### config.mk
export PLATFORM = sky130hd
export DESIGN_NAME = fifo_write_logic
export DESIGN_NICKNAME = d
export VERILOG_FILES = /design/src/rtl/fifo_write_logic.sv
export SDC_FILE = /design/constraint.sdc
export NUM_CORES = 1
export LEC_CHECK = 0
export BUFFER_PORTS_ARGS = -buffer_cell sky130_fd_sc_hd__buf_2
export CAP_MARGIN = 20
export CORE_AREA = 2 2 72 74
export CTS_BUF_LIST = sky130_fd_sc_hd__clkbuf_4 sky130_fd_sc_hd__clkbuf_8
export DETAILED_ROUTE_END_ITERATION = 6
export DIE_AREA = 0 0 74 76
export GPL_ROUTABILITY_DRIVEN = 0
export PLACE_DENSITY_LB_ADDON = 0.15
export SETUP_SLACK_MARGIN = 0.05
export SYNTH_ARGS = -nofsm -noshare
export SYNTH_HDL_FRONTEND = slang
export SYNTH_SLANG_ARGS = --single-unit
### constraint.sdc
create_clock -name clk1 -period 3.36 [get_ports clk1]
set_input_delay 0.504 -clock clk1 [delete_from_list [all_inputs] [get_ports clk1]]
set_output_delay 0.504 -clock clk1 [all_outputs]
set_load 0.05 [all_outputs]
### src/rtl/fifo_write_logic.sv
// ---------------------------------------------------------------------------
// fifo_write_logic
//   Write side of a packet FIFO. Accepts a byte stream framed by in_last,
//   writes each byte into the packet buffer at (slot, byte index), then
//   publishes the slot through the index map and advances the Gray write
//   pointer that the read domain synchronizes.
//
// Optional feature macro: FIFO_WR_DROP_RUNT_EN
//   When defined, packets shorter than 2 bytes are dropped (no index-map
//   write, no pointer advance, pkt_err pulse). Default build commits them.
//
// Ports
//   clk1        write-domain clock
//   rst         synchronous active-high reset
//   in_valid    input byte valid
//   in_data     input byte
//   in_last     final byte of packet
//   in_ready    byte accepted this cycle when in_valid is also high
//   wq2_rptr    Gray read pointer, already synchronized into clk1
//   uwrite_en   packet-buffer write strobe (registered)
//   uaddr       packet-buffer slot
//   uaddr_in    byte index inside the slot
//   udata       byte written
//   iwrite_en   index-map write strobe (registered, one COMMIT cycle)
//   iaddr       index-map position
//   idata       slot number written into the index map
//   wptr_gray   registered Gray write pointer
//   full        all slots committed and unread (combinational)
//   pkt_err     one-cycle pulse: packet truncated or dropped
// ---------------------------------------------------------------------------
module fifo_write_logic #(
    parameter int DEPTH     = 4,
    parameter int UWIDTH    = 8,
    parameter int PTR_SZ    = 2,
    parameter int PTR_IN_SZ = 4
) (
    input  logic                 clk1,
    input  logic                 rst,
    input  logic                 in_valid,
    input  logic [UWIDTH-1:0]    in_data,
    input  logic                 in_last,
    output logic                 in_ready,
    input  logic [PTR_SZ:0]      wq2_rptr,
    output logic                 uwrite_en,
    output logic [PTR_SZ-1:0]    uaddr,
    output logic [PTR_IN_SZ-1:0] uaddr_in,
    output logic [UWIDTH-1:0]    udata,
    output logic                 iwrite_en,
    output logic [PTR_SZ-1:0]    iaddr,
    output logic [PTR_SZ-1:0]    idata,
    output logic [PTR_SZ:0]      wptr_gray,
    output logic                 full,
    output logic                 pkt_err
);

    // Slot count and pointer width must agree for the Gray full compare.
    if (DEPTH != (1 << PTR_SZ)) begin : g_depth_check
        $error("fifo_write_logic: DEPTH must equal 2**PTR_SZ");
    end

    typedef enum logic [1:0] {
        S_IDLE   = 2'd0,
        S_RECV   = 2'd1,
        S_COMMIT = 2'd2
    } state_t;

    // Byte counter is one bit wider so it can hold the "slot full" value.
    localparam logic [PTR_IN_SZ:0] MAX_BYTES = {1'b1, {PTR_IN_SZ{1'b0}}};
    localparam logic [PTR_IN_SZ:0] CNT_ONE   = {{PTR_IN_SZ{1'b0}}, 1'b1};
    localparam logic [PTR_SZ:0]    PTR_ONE   = {{PTR_SZ{1'b0}}, 1'b1};

    state_t                 r_state;
    logic [PTR_SZ:0]        r_wptr;
    logic [PTR_SZ:0]        r_wptr_gray;
    logic [PTR_IN_SZ:0]     r_cnt;
    logic                   r_trunc;
    logic                   r_drop;
    logic                   r_uwrite_en;
    logic [PTR_SZ-1:0]      r_uaddr;
    logic [PTR_IN_SZ-1:0]   r_uaddr_in;
    logic [UWIDTH-1:0]      r_udata;
    logic                   r_iwrite_en;
    logic [PTR_SZ-1:0]      r_iaddr;
    logic [PTR_SZ-1:0]      r_idata;
    logic                   r_pkt_err;

    logic                   w_full;
    logic                   w_ready;
    logic                   w_accept;
    logic                   w_room;
    logic                   w_trunc;
    logic [PTR_SZ:0]        w_wptr_nxt;
`ifdef FIFO_WR_DROP_RUNT_EN
    logic                   w_runt;
`endif

    // Full when the write pointer has lapped the read pointer: top two Gray
    // bits inverted, the rest equal.
    assign w_full = (r_wptr_gray ==
                     {~wq2_rptr[PTR_SZ:PTR_SZ-1], wq2_rptr[PTR_SZ-2:0]});

    // RECV ignores full: the slot being filled was owned before full rose.
    always_comb begin
        w_ready = 1'b0;
        case (r_state)
            S_IDLE:   w_ready = !w_full;
            S_RECV:   w_ready = 1'b1;
            default:  w_ready = 1'b0;
        endcase
    end

    assign w_accept   = in_valid && w_ready;
    assign w_room     = (r_cnt != MAX_BYTES);
    assign w_trunc    = r_trunc || !w_room;
    assign w_wptr_nxt = r_wptr + PTR_ONE;
`ifdef FIFO_WR_DROP_RUNT_EN
    // A last byte seen in IDLE means the packet holds a single byte.
    assign w_runt     = (r_state == S_IDLE);
`endif

    always_ff @(posedge clk1) begin
        if (rst) begin
            r_state     <= S_IDLE;
            r_wptr      <= '0;
            r_wptr_gray <= '0;
            r_cnt       <= '0;
            r_trunc     <= 1'b0;
            r_drop      <= 1'b0;
            r_uwrite_en <= 1'b0;
            r_uaddr     <= '0;
            r_uaddr_in  <= '0;
            r_udata     <= '0;
            r_iwrite_en <= 1'b0;
            r_iaddr     <= '0;
            r_idata     <= '0;
            r_pkt_err   <= 1'b0;
        end else begin
            r_uwrite_en <= 1'b0;
            r_iwrite_en <= 1'b0;
            r_pkt_err   <= 1'b0;
            case (r_state)
                S_IDLE, S_RECV: begin
                    if (w_accept) begin
                        // Bytes past the slot size are swallowed, not written.
                        if (w_room) begin
                            r_uwrite_en <= 1'b1;
                            r_uaddr     <= r_wptr[PTR_SZ-1:0];
                            r_uaddr_in  <= r_cnt[PTR_IN_SZ-1:0];
                            r_udata     <= in_data;
                            r_cnt       <= r_cnt + CNT_ONE;
                        end
                        if (in_last) begin
                            r_state <= S_COMMIT;
`ifdef FIFO_WR_DROP_RUNT_EN
                            if (w_runt) begin
                                r_drop    <= 1'b1;
                                r_pkt_err <= 1'b1;
                            end else begin
                                r_iwrite_en <= 1'b1;
                                r_iaddr     <= r_wptr[PTR_SZ-1:0];
                                r_idata     <= r_wptr[PTR_SZ-1:0];
                                r_pkt_err   <= w_trunc;
                            end
`else
                            r_iwrite_en <= 1'b1;
                            r_iaddr     <= r_wptr[PTR_SZ-1:0];
                            r_idata     <= r_wptr[PTR_SZ-1:0];
                            r_pkt_err   <= w_trunc;
`endif
                        end else begin
                            r_state <= S_RECV;
                            if (!w_room) begin
                                r_trunc <= 1'b1;
                            end
                        end
                    end
                end
                S_COMMIT: begin
                    r_state <= S_IDLE;
                    r_cnt   <= '0;
                    r_trunc <= 1'b0;
                    r_drop  <= 1'b0;
                    // Gray is loaded from the next binary value so that full
                    // in the following IDLE cycle already sees the new slot.
                    if (!r_drop) begin
                        r_wptr      <= w_wptr_nxt;
                        r_wptr_gray <= w_wptr_nxt ^ (w_wptr_nxt >> 1);
                    end
                end
                default: begin
                    r_state <= S_IDLE;
                end
            endcase
        end
    end

    assign in_ready  = w_ready;
    assign full      = w_full;
    assign uwrite_en = r_uwrite_en;
    assign uaddr     = r_uaddr;
    assign uaddr_in  = r_uaddr_in;
    assign udata     = r_udata;
    assign iwrite_en = r_iwrite_en;
    assign iaddr     = r_iaddr;
    assign idata     = r_idata;
    assign wptr_gray = r_wptr_gray;
    assign pkt_err   = r_pkt_err;

endmodule

Yosys cells after proc, flatten, opt, wreduce, memory -nomap -nowiden --
Cells that the tools add are included.
Word-level totals: register bits 33, output and inout port bits 26, bits of input ports 15
Cells by class: bitwise operators 5, reductions and logical operators 14, equality and inequality tests 8, muxes and demuxes 11, add/subtract/negate cells 2
Operators by type and width (count):
- $mux 5 | 2
- $pmux 5 s2 | 1
- $reduce_and 3->1 | 3
- $ne 2x2->1 const B | 4
- $add 5x1->5 const B | 1
- $mux 1 | 5
- $ne 5x5->1 const B | 1
- $pmux 1 s2 | 2
- $reduce_and 4->1 | 1
- $reduce_or 2->1 | 2
- $reduce_or 4->1 | 1
- $add 3x1->3 const B | 1
- $eq 3x3->1 | 1
- $not 1->1 | 3
- $reduce_or 3->1 | 1
- $xor 3x2->3 | 1
- $eq 2x1->1 const B | 1
- $eq 2x2->1 const B | 1
- $logic_not 1->1 | 2
- $logic_not 2->1 | 1
- $mux 2 | 1
- $not 2->2 | 1
- $reduce_bool 2->1 | 1
- $logic_and 1x1->1 | 1
- $logic_or 1x1->1 | 1

Longest topological paths before layout --
Gate-level depths: netlist of the first run.
depth after elaboration 7, mapped depth 7

Worst setup path before layout of the first run --
OpenSTA, ideal clock, no wires.
path kind reg2out, start point register r_wptr_gray[1] (netlist: wptr_gray[1]), end point output in_ready, buffers on the path 0, data arrival time 2.725 ns, slack 0.131 ns, cell stages (with the launch flop) 4, required time 2.856 ns, cell sequence dfxtp_1 xnor2_1 nor3_1 a21oi_1
Between the ends: longest elaborated chain between the ends 3
RTL lines:
- start: declaration | line 74 | logic [PTR_SZ:0] r_wptr_gray;
- start signal: assignment | line 187 | r_wptr_gray <= w_wptr_nxt ^ (w_wptr_nxt >> 1);
- $eq 3x3->1 | line 99 | assign w_full = (r_wptr_gray ==
- named net full | line 52 | output logic full,
- $logic_not 1->1 | line 106 | S_IDLE: w_ready = !w_full;
- $pmux 1 s2 | line 105 | case (r_state)
- end: declaration | line 42 | output logic in_ready,
The timed path passes the listed nets, and every way through them passes these cells.

Worst setup path after layout of the first run --
start point register r_wptr_gray[1] (netlist: wptr_gray[1]), end point output in_ready
Between the ends: longest elaborated chain between the ends 3
RTL lines (line):
- $eq 3x3->1 | 99
- $logic_not 1->1 | 106
- $pmux 1 s2 | 105
Every way passes these cells.

==> impl_metrics.tcl, run 1 <==
set metrics [dict create \
    status "complete, no violations" \
    synth_top_area_share_pct 45.8 \
    grt_pass1_vias 1198 \
    finalSetupTns_ns 0 \
    clk_pin_slew_ns 0.06 \
    timing.final.ws_setup_ns 1.30 \
    cp.arrival_ns 1.56 \
    seqCellArea_sq_um 641 \
    p_leak_nw 0.710 \
    whs_ns 0.475 \
    ioPinCount 41 \
    synth_edf_count 0 \
    synth_warnings 0 \
    start_util_pct 28.5 \
    ys_ff_latch 32 \
    ys_async_sr_fraction_pct 0 \
    grt_max_degree 33 \
    portBuffers 40 \
    fin_skew_ns 0.00346 \
    place_ws_ns 1.33 \
    synthToLayoutAreaGrowth_pct 23.4 \
    rsz0062_at_grt "no" \
    vias 1227 \
    cts_resized 0 \
    cts_buffer_depth 2 \
    layout_commonest_cell "buf_2" \
    synth_cells 157 \
    ys_seq_area_share_pct 45.8 \
    cts_sinks 32 \
    yosysTopAreaCell "dfxtp_1" \
    setup_viol 0 \
    overflow 0 \
    hold_buffers 0 \
    grt_pass1_wl_microns 5660 \
    cts_setup_buffers 0 \
    multi_input_area_sq_um 658 \
    ir_worst_vdd_uv 201 \
    cap_viol_max_count 0 \
    nets 211 \
    finalHoldViolCount 0 \
    cts_made_buffers 5 \
    netlist_area_sq_um 1400 \
    dr.pass1.iters 4 \
    avgSynthCellArea_sq_um 8.90 \
    wl_per_cell_microns 12.7 \
    cp-start-kind "flip-flop" \
    slew_headroom_pct 48.3 \
    timing.fmax_ghz 0.484 \
    vias_per_cell 4.67 \
    final_cell_mix "buf_2, dfxtp_1, a21oi_1" \
    cp.required_ns 2.86 \
    synthesis.nets 175 \
    fin_crit_sh_pct 61.4 \
    die_x_microns 74 \
    maxSlewViolCount 0 \
    layout_min_cycle_time_ns 2.06 \
    cts_tree "yes" \
    core_area_sq_um 4910 \
    cp_max_fo 3 \
    synthFlopType "dfxtp_1" \
    sequentialPowerShare_pct 47.3 \
    num_rows 26 \
    p_clk_share_pct 36.8 \
    synth_cell_type_count 31 \
    internal_power_mw 0.618 \
    htreeDepth 2 \
    switchingPower_mw 0.241 \
    power_switching_share_pct 28.0 \
    hpwl_microns 2280 \
    die_area_sq_um 5620 \
    drive_gt1_share_pct 29.0 \
    fillers 532 \
    die_y_microns 76 \
    drt_iter0_markers 61 \
    comb_power_share_pct 15.9 \
    postRouteAntennaNets 0 \
    synth.area.top_cells "dfxtp_1, a21oi_1, o21ai_0" \
    critPathKind "flip-flop to primary output" \
    grt_use_total_pct 13.2 \
    n_antenna_cell 0 \
    insertion_delay_ns 0.28 \
    min_path_type "input pin to flip-flop" \
    routed_wl_microns 3350 \
    power.density_nw_per_um2 498 \
    antenna_found_initial 0 \
    drc 0 \
    worst_pin_slew_ns 0.774 \
    end_kind "primary output" \
    cts_root_buf "clkbuf_8" \
]
==> metal layers <==
metal / part of all wire [%] / global-route usage (%)
met4: 2.0 / 5.64
met5: 0 / 0
met2: 48 / 19.9
met1: 44 / 16.1
met3: 5.4 / 5.69
==> cell type report <==
cell class	count	share of cell area, %
tap	70	5.08
inverter	5	1.09
multi-input combinational	106	38.2
timing repair buffer	43	12.9
sequential	32	37.2
clock buffer	7	5.59
==> power by group through the flow <==
stage | logic [mW] | registers, mW | clock network [mW]
floorplan | 0.0711 | 0.449 | 0
global placement | 0.135 | 0.414 | 0
detailed placement | 0.138 | 0.415 | 0
CTS | 0.138 | 0.406 | 0.327
global route | 0.148 | 0.408 | 0.352
finish | 0.136 | 0.407 | 0.316
==> synth_stat cells, types with 2 or more instances <==
| master | number |
|---|---|
| o21ai_0 | 18 |
| buf_6 | 3 |
| or3_1 | 2 |
| clkbuf_1 | 7 |
| dfxtp_1 | 32 |
| nand3_1 | 17 |
| inv_1 | 5 |
| nor2b_1 | 2 |
| xnor2_1 | 6 |
| mux2i_1 | 4 |
| ha_1 | 3 |
| nor2_1 | 14 |
| a21oi_1 | 19 |
| nor3_1 | 2 |
| nand2_1 | 4 |
| xor2_1 | 2 |
| buf_4 | 3 |
==> per-stage QoR <==
| stage | total power, mW | util, % | instances | cell area, sq um |
|---|---|---|---|---|
| after floorplan | 0.520 | - | 157 | 1400 |
| after CTS | 0.871 | 35.1 | 263 | 1720 |
| after global routing | 0.908 | 35.1 | 263 | 1720 |
| after detailed placement | 0.553 | 33.1 | 256 | 1630 |
| after global placement | 0.550 | 33.1 | 256 | 1630 |
| final | 0.859 | 35.1 | 263 | 1720 |
==> sequential cells by signal (all words and copies together), names as in the netlist, 2 cells and up <==
signal     count
udata          8
uaddr_in       4
r_wptr         3
r_state        2
r_cnt          5
idata          2
wptr_gray      2
uaddr          2
==> worst max-delay path, stage by stage, from the launching register on <==
cell     delay (ns)
dfxtp_1        0.34
xnor2_1        0.37
nor3_1         0.13
a21oi_1        0.16
buf_2          0.28
==> final timing paths <==
| path | start | endpoint | slack [ns] | depth (start not counted) |
|---|---|---|---|---|
| max | wptr_gray[1] | in_ready | 1.30 | 4 |
| min | in_data[5] | udata[5] | 0.47 | 3 |
| max reg2reg | r_cnt[0] | uaddr_in[0] | 1.54 | 6 |
| min reg2reg | udata[5] | udata[5] | 0.48 | 2 |
==> cell families after synthesis <==
kind of cell | Yosys count | share of synthesized area [%]
AOI/OAI and AO/OA | 44 | 19.2
xor gates and xnor gates | 8 | 5.01
adders and majority gates | 3 | 2.69
buffers and inverters | 19 | 7.52
DFF | 32 | 45.8
muxes | 4 | 2.86
and+or+nand+nor | 47 | 16.8
Note: power is estimated with default switching activity, not from simulation.
==> inputs of run 2 (changes only) <==
Clock period 3.36 ns to 1.9 ns, I/O delays scaled along.
==> impl_metrics.tcl, run 2 (synthesis results as in run 1) <==
set metrics [dict create \
    grt_pass1_wl_microns 5680 \
    setup_viol 0 \
    drc 0 \
    hold_start "in_data[6]" \
    die_area_sq_um 5620 \
    drive_gt1_share_pct 34.7 \
    hold_depth 3 \
    min_path_type "input pin to flip-flop" \
    rr_startpoint "wptr_gray[0]" \
    cp-start-kind "flip-flop" \
    power_switching_share_pct 27.2 \
    rr_endpoint "r_cnt[2]" \
    hold_buffers 0 \
    ir_worst_vdd_uv 327 \
    cp.arrival_ns 1.50 \
    cts_sinks 32 \
    worstRegToRegCells 5 \
    sequentialPowerShare_pct 44.0 \
    vias 1248 \
    switchingPower_mw 0.446 \
    nets 216 \
    p_leak_nw 0.769 \
    layout_min_cycle_time_ns 1.78 \
    cts_buffer_depth 2 \
    cp_max_fo 3 \
    grt_use_total_pct 12.9 \
    critPathKind "flip-flop to primary output" \
    whs_ns 0.250 \
    htreeDepth 2 \
    cp.required_ns 1.62 \
    postRouteAntennaNets 0 \
    internal_power_mw 1.19 \
    ioPinCount 41 \
    multi_input_area_sq_um 703 \
    die_x_microns 74 \
    hpwl_microns 2320 \
    dr.pass1.iters 4 \
    slew_headroom_pct 77.4 \
    layout_commonest_cell "buf_2" \
    fillers 526 \
    timing.fmax_ghz 0.560 \
    antenna_found_initial 0 \
    fin_skew_ns 0.00306 \
    largest_register_ffs 8 \
    end_kind "primary output" \
    overflow 0 \
    maxSlewViolCount 0 \
    cap_viol_max_count 0 \
    p_clk_share_pct 39.8 \
    n_antenna_cell 0 \
    synthToLayoutAreaGrowth_pct 32.3 \
    fin_crit_sh_pct 93.9 \
    min_to "udata[6]" \
    cts_setup_buffers 0 \
    cts_made_buffers 5 \
    vias_per_cell 4.64 \
    rsz0062_at_grt "no" \
    ff2ff_setup_slack_ns 0.35 \
    finalHoldViolCount 0 \
    die_y_microns 76 \
    comb_power_share_pct 16.2 \
    status "complete, no violations" \
    worst_pin_slew_ns 0.338 \
    portBuffers 40 \
    wl_per_cell_microns 12.4 \
    cts_resized 3 \
    final_cell_mix "buf_2, dfxtp_1, o21ai_0, a21oi_1, nand3_1" \
    grt_pass1_vias 1229 \
    clk_pin_slew_ns 0.07 \
    cts_root_buf "clkbuf_8" \
    seqCellArea_sq_um 643 \
    num_rows 26 \
    power.density_nw_per_um2 886 \
    routed_wl_microns 3350 \
    grt_max_degree 25 \
    insertion_delay_ns 0.28 \
    core_area_sq_um 4910 \
    drt_iter0_markers 48 \
    cts_tree "yes" \
    finalSetupTns_ns 0 \
    start_util_pct 28.5 \
]
==> run 2: changes by cell type in the layout (fill, tap and decap cells not counted), moves of 2 or more <==
cell      previous run  this run
buf_12               0         2
buf_4                3         6
clkbuf_8             7         5
dfxtp_1             32        30
dfxtp_2              0         2
xnor2_1              6         4
xnor2_2              0         2
==> run 2: how the worst max path moves through the flow <==
stage,startpoint,end,slack (ns),depth (start not counted)
3_5_place_dp,wq2_rptr[0],r_cnt[3],0.19,6
4_1_cts,wptr_gray[1],in_ready,0.10,5
3_3_place_gp,wq2_rptr[0],r_cnt[3],0.25,6
6_report,wptr_gray[1],in_ready,0.12,5
5_1_grt,wptr_gray[1],in_ready,0.05,5
2_1_floorplan,wptr_gray[0],in_ready,0.13,3
==> run 2: area by class of cell <==
cell class	instances	share of cell area, %
Clock buffer	6	4.13
Clock inverter	2	1.89
Inverter	5	1.01
Multi-Input combinational cell	106	38.0
Sequential cell	32	34.8
Tap cell	70	4.74
Timing Repair Buffer	48	15.4
==> run 2: routing by layer <==
layer | global-route usage (%) | share of wire (%) | up-vias
met4 | 5.09 | 1.6 | 0
li1 | - | - | 627
met2 | 21.3 | 50 | 19
met1 | 15.0 | 44 | 596
met3 | 4.50 | 3.9 | 6
met5 | 0 | 0 | -
==> run 2: worst max-delay path: stages (launching register included) <==
cell,delay [ns]
dfxtp_2,0.34
xnor2_2,0.26
buf_4,0.17
nor3_4,0.04
a21oi_4,0.14
buf_2,0.27
==> run 2: through the flow <==
step                area [sq um]  total power [mW]  setup slack (ns)  util (%)  instances
floorplan                   1420             0.926             0.130         -        157
global placement            1720             0.995             0.246      34.9        261
detailed placement          1720             0.998             0.193      34.9        261
CTS                         1850              1.67             0.103      37.6        269
global route                1850              1.71            0.0536      37.6        269
finish                      1850              1.64             0.115      37.6        269
==> run 2: power groups by stage <==
stage          Combinational, mW  Clock (mW)  Sequential [mW]
6_report                   0.265       0.653            0.720
5_1_grt                    0.288       0.703            0.724
4_1_cts                    0.268       0.678            0.720
3_5_place_dp               0.264           0            0.735
3_3_place_gp               0.261           0            0.734
2_1_floorplan              0.132           0            0.794
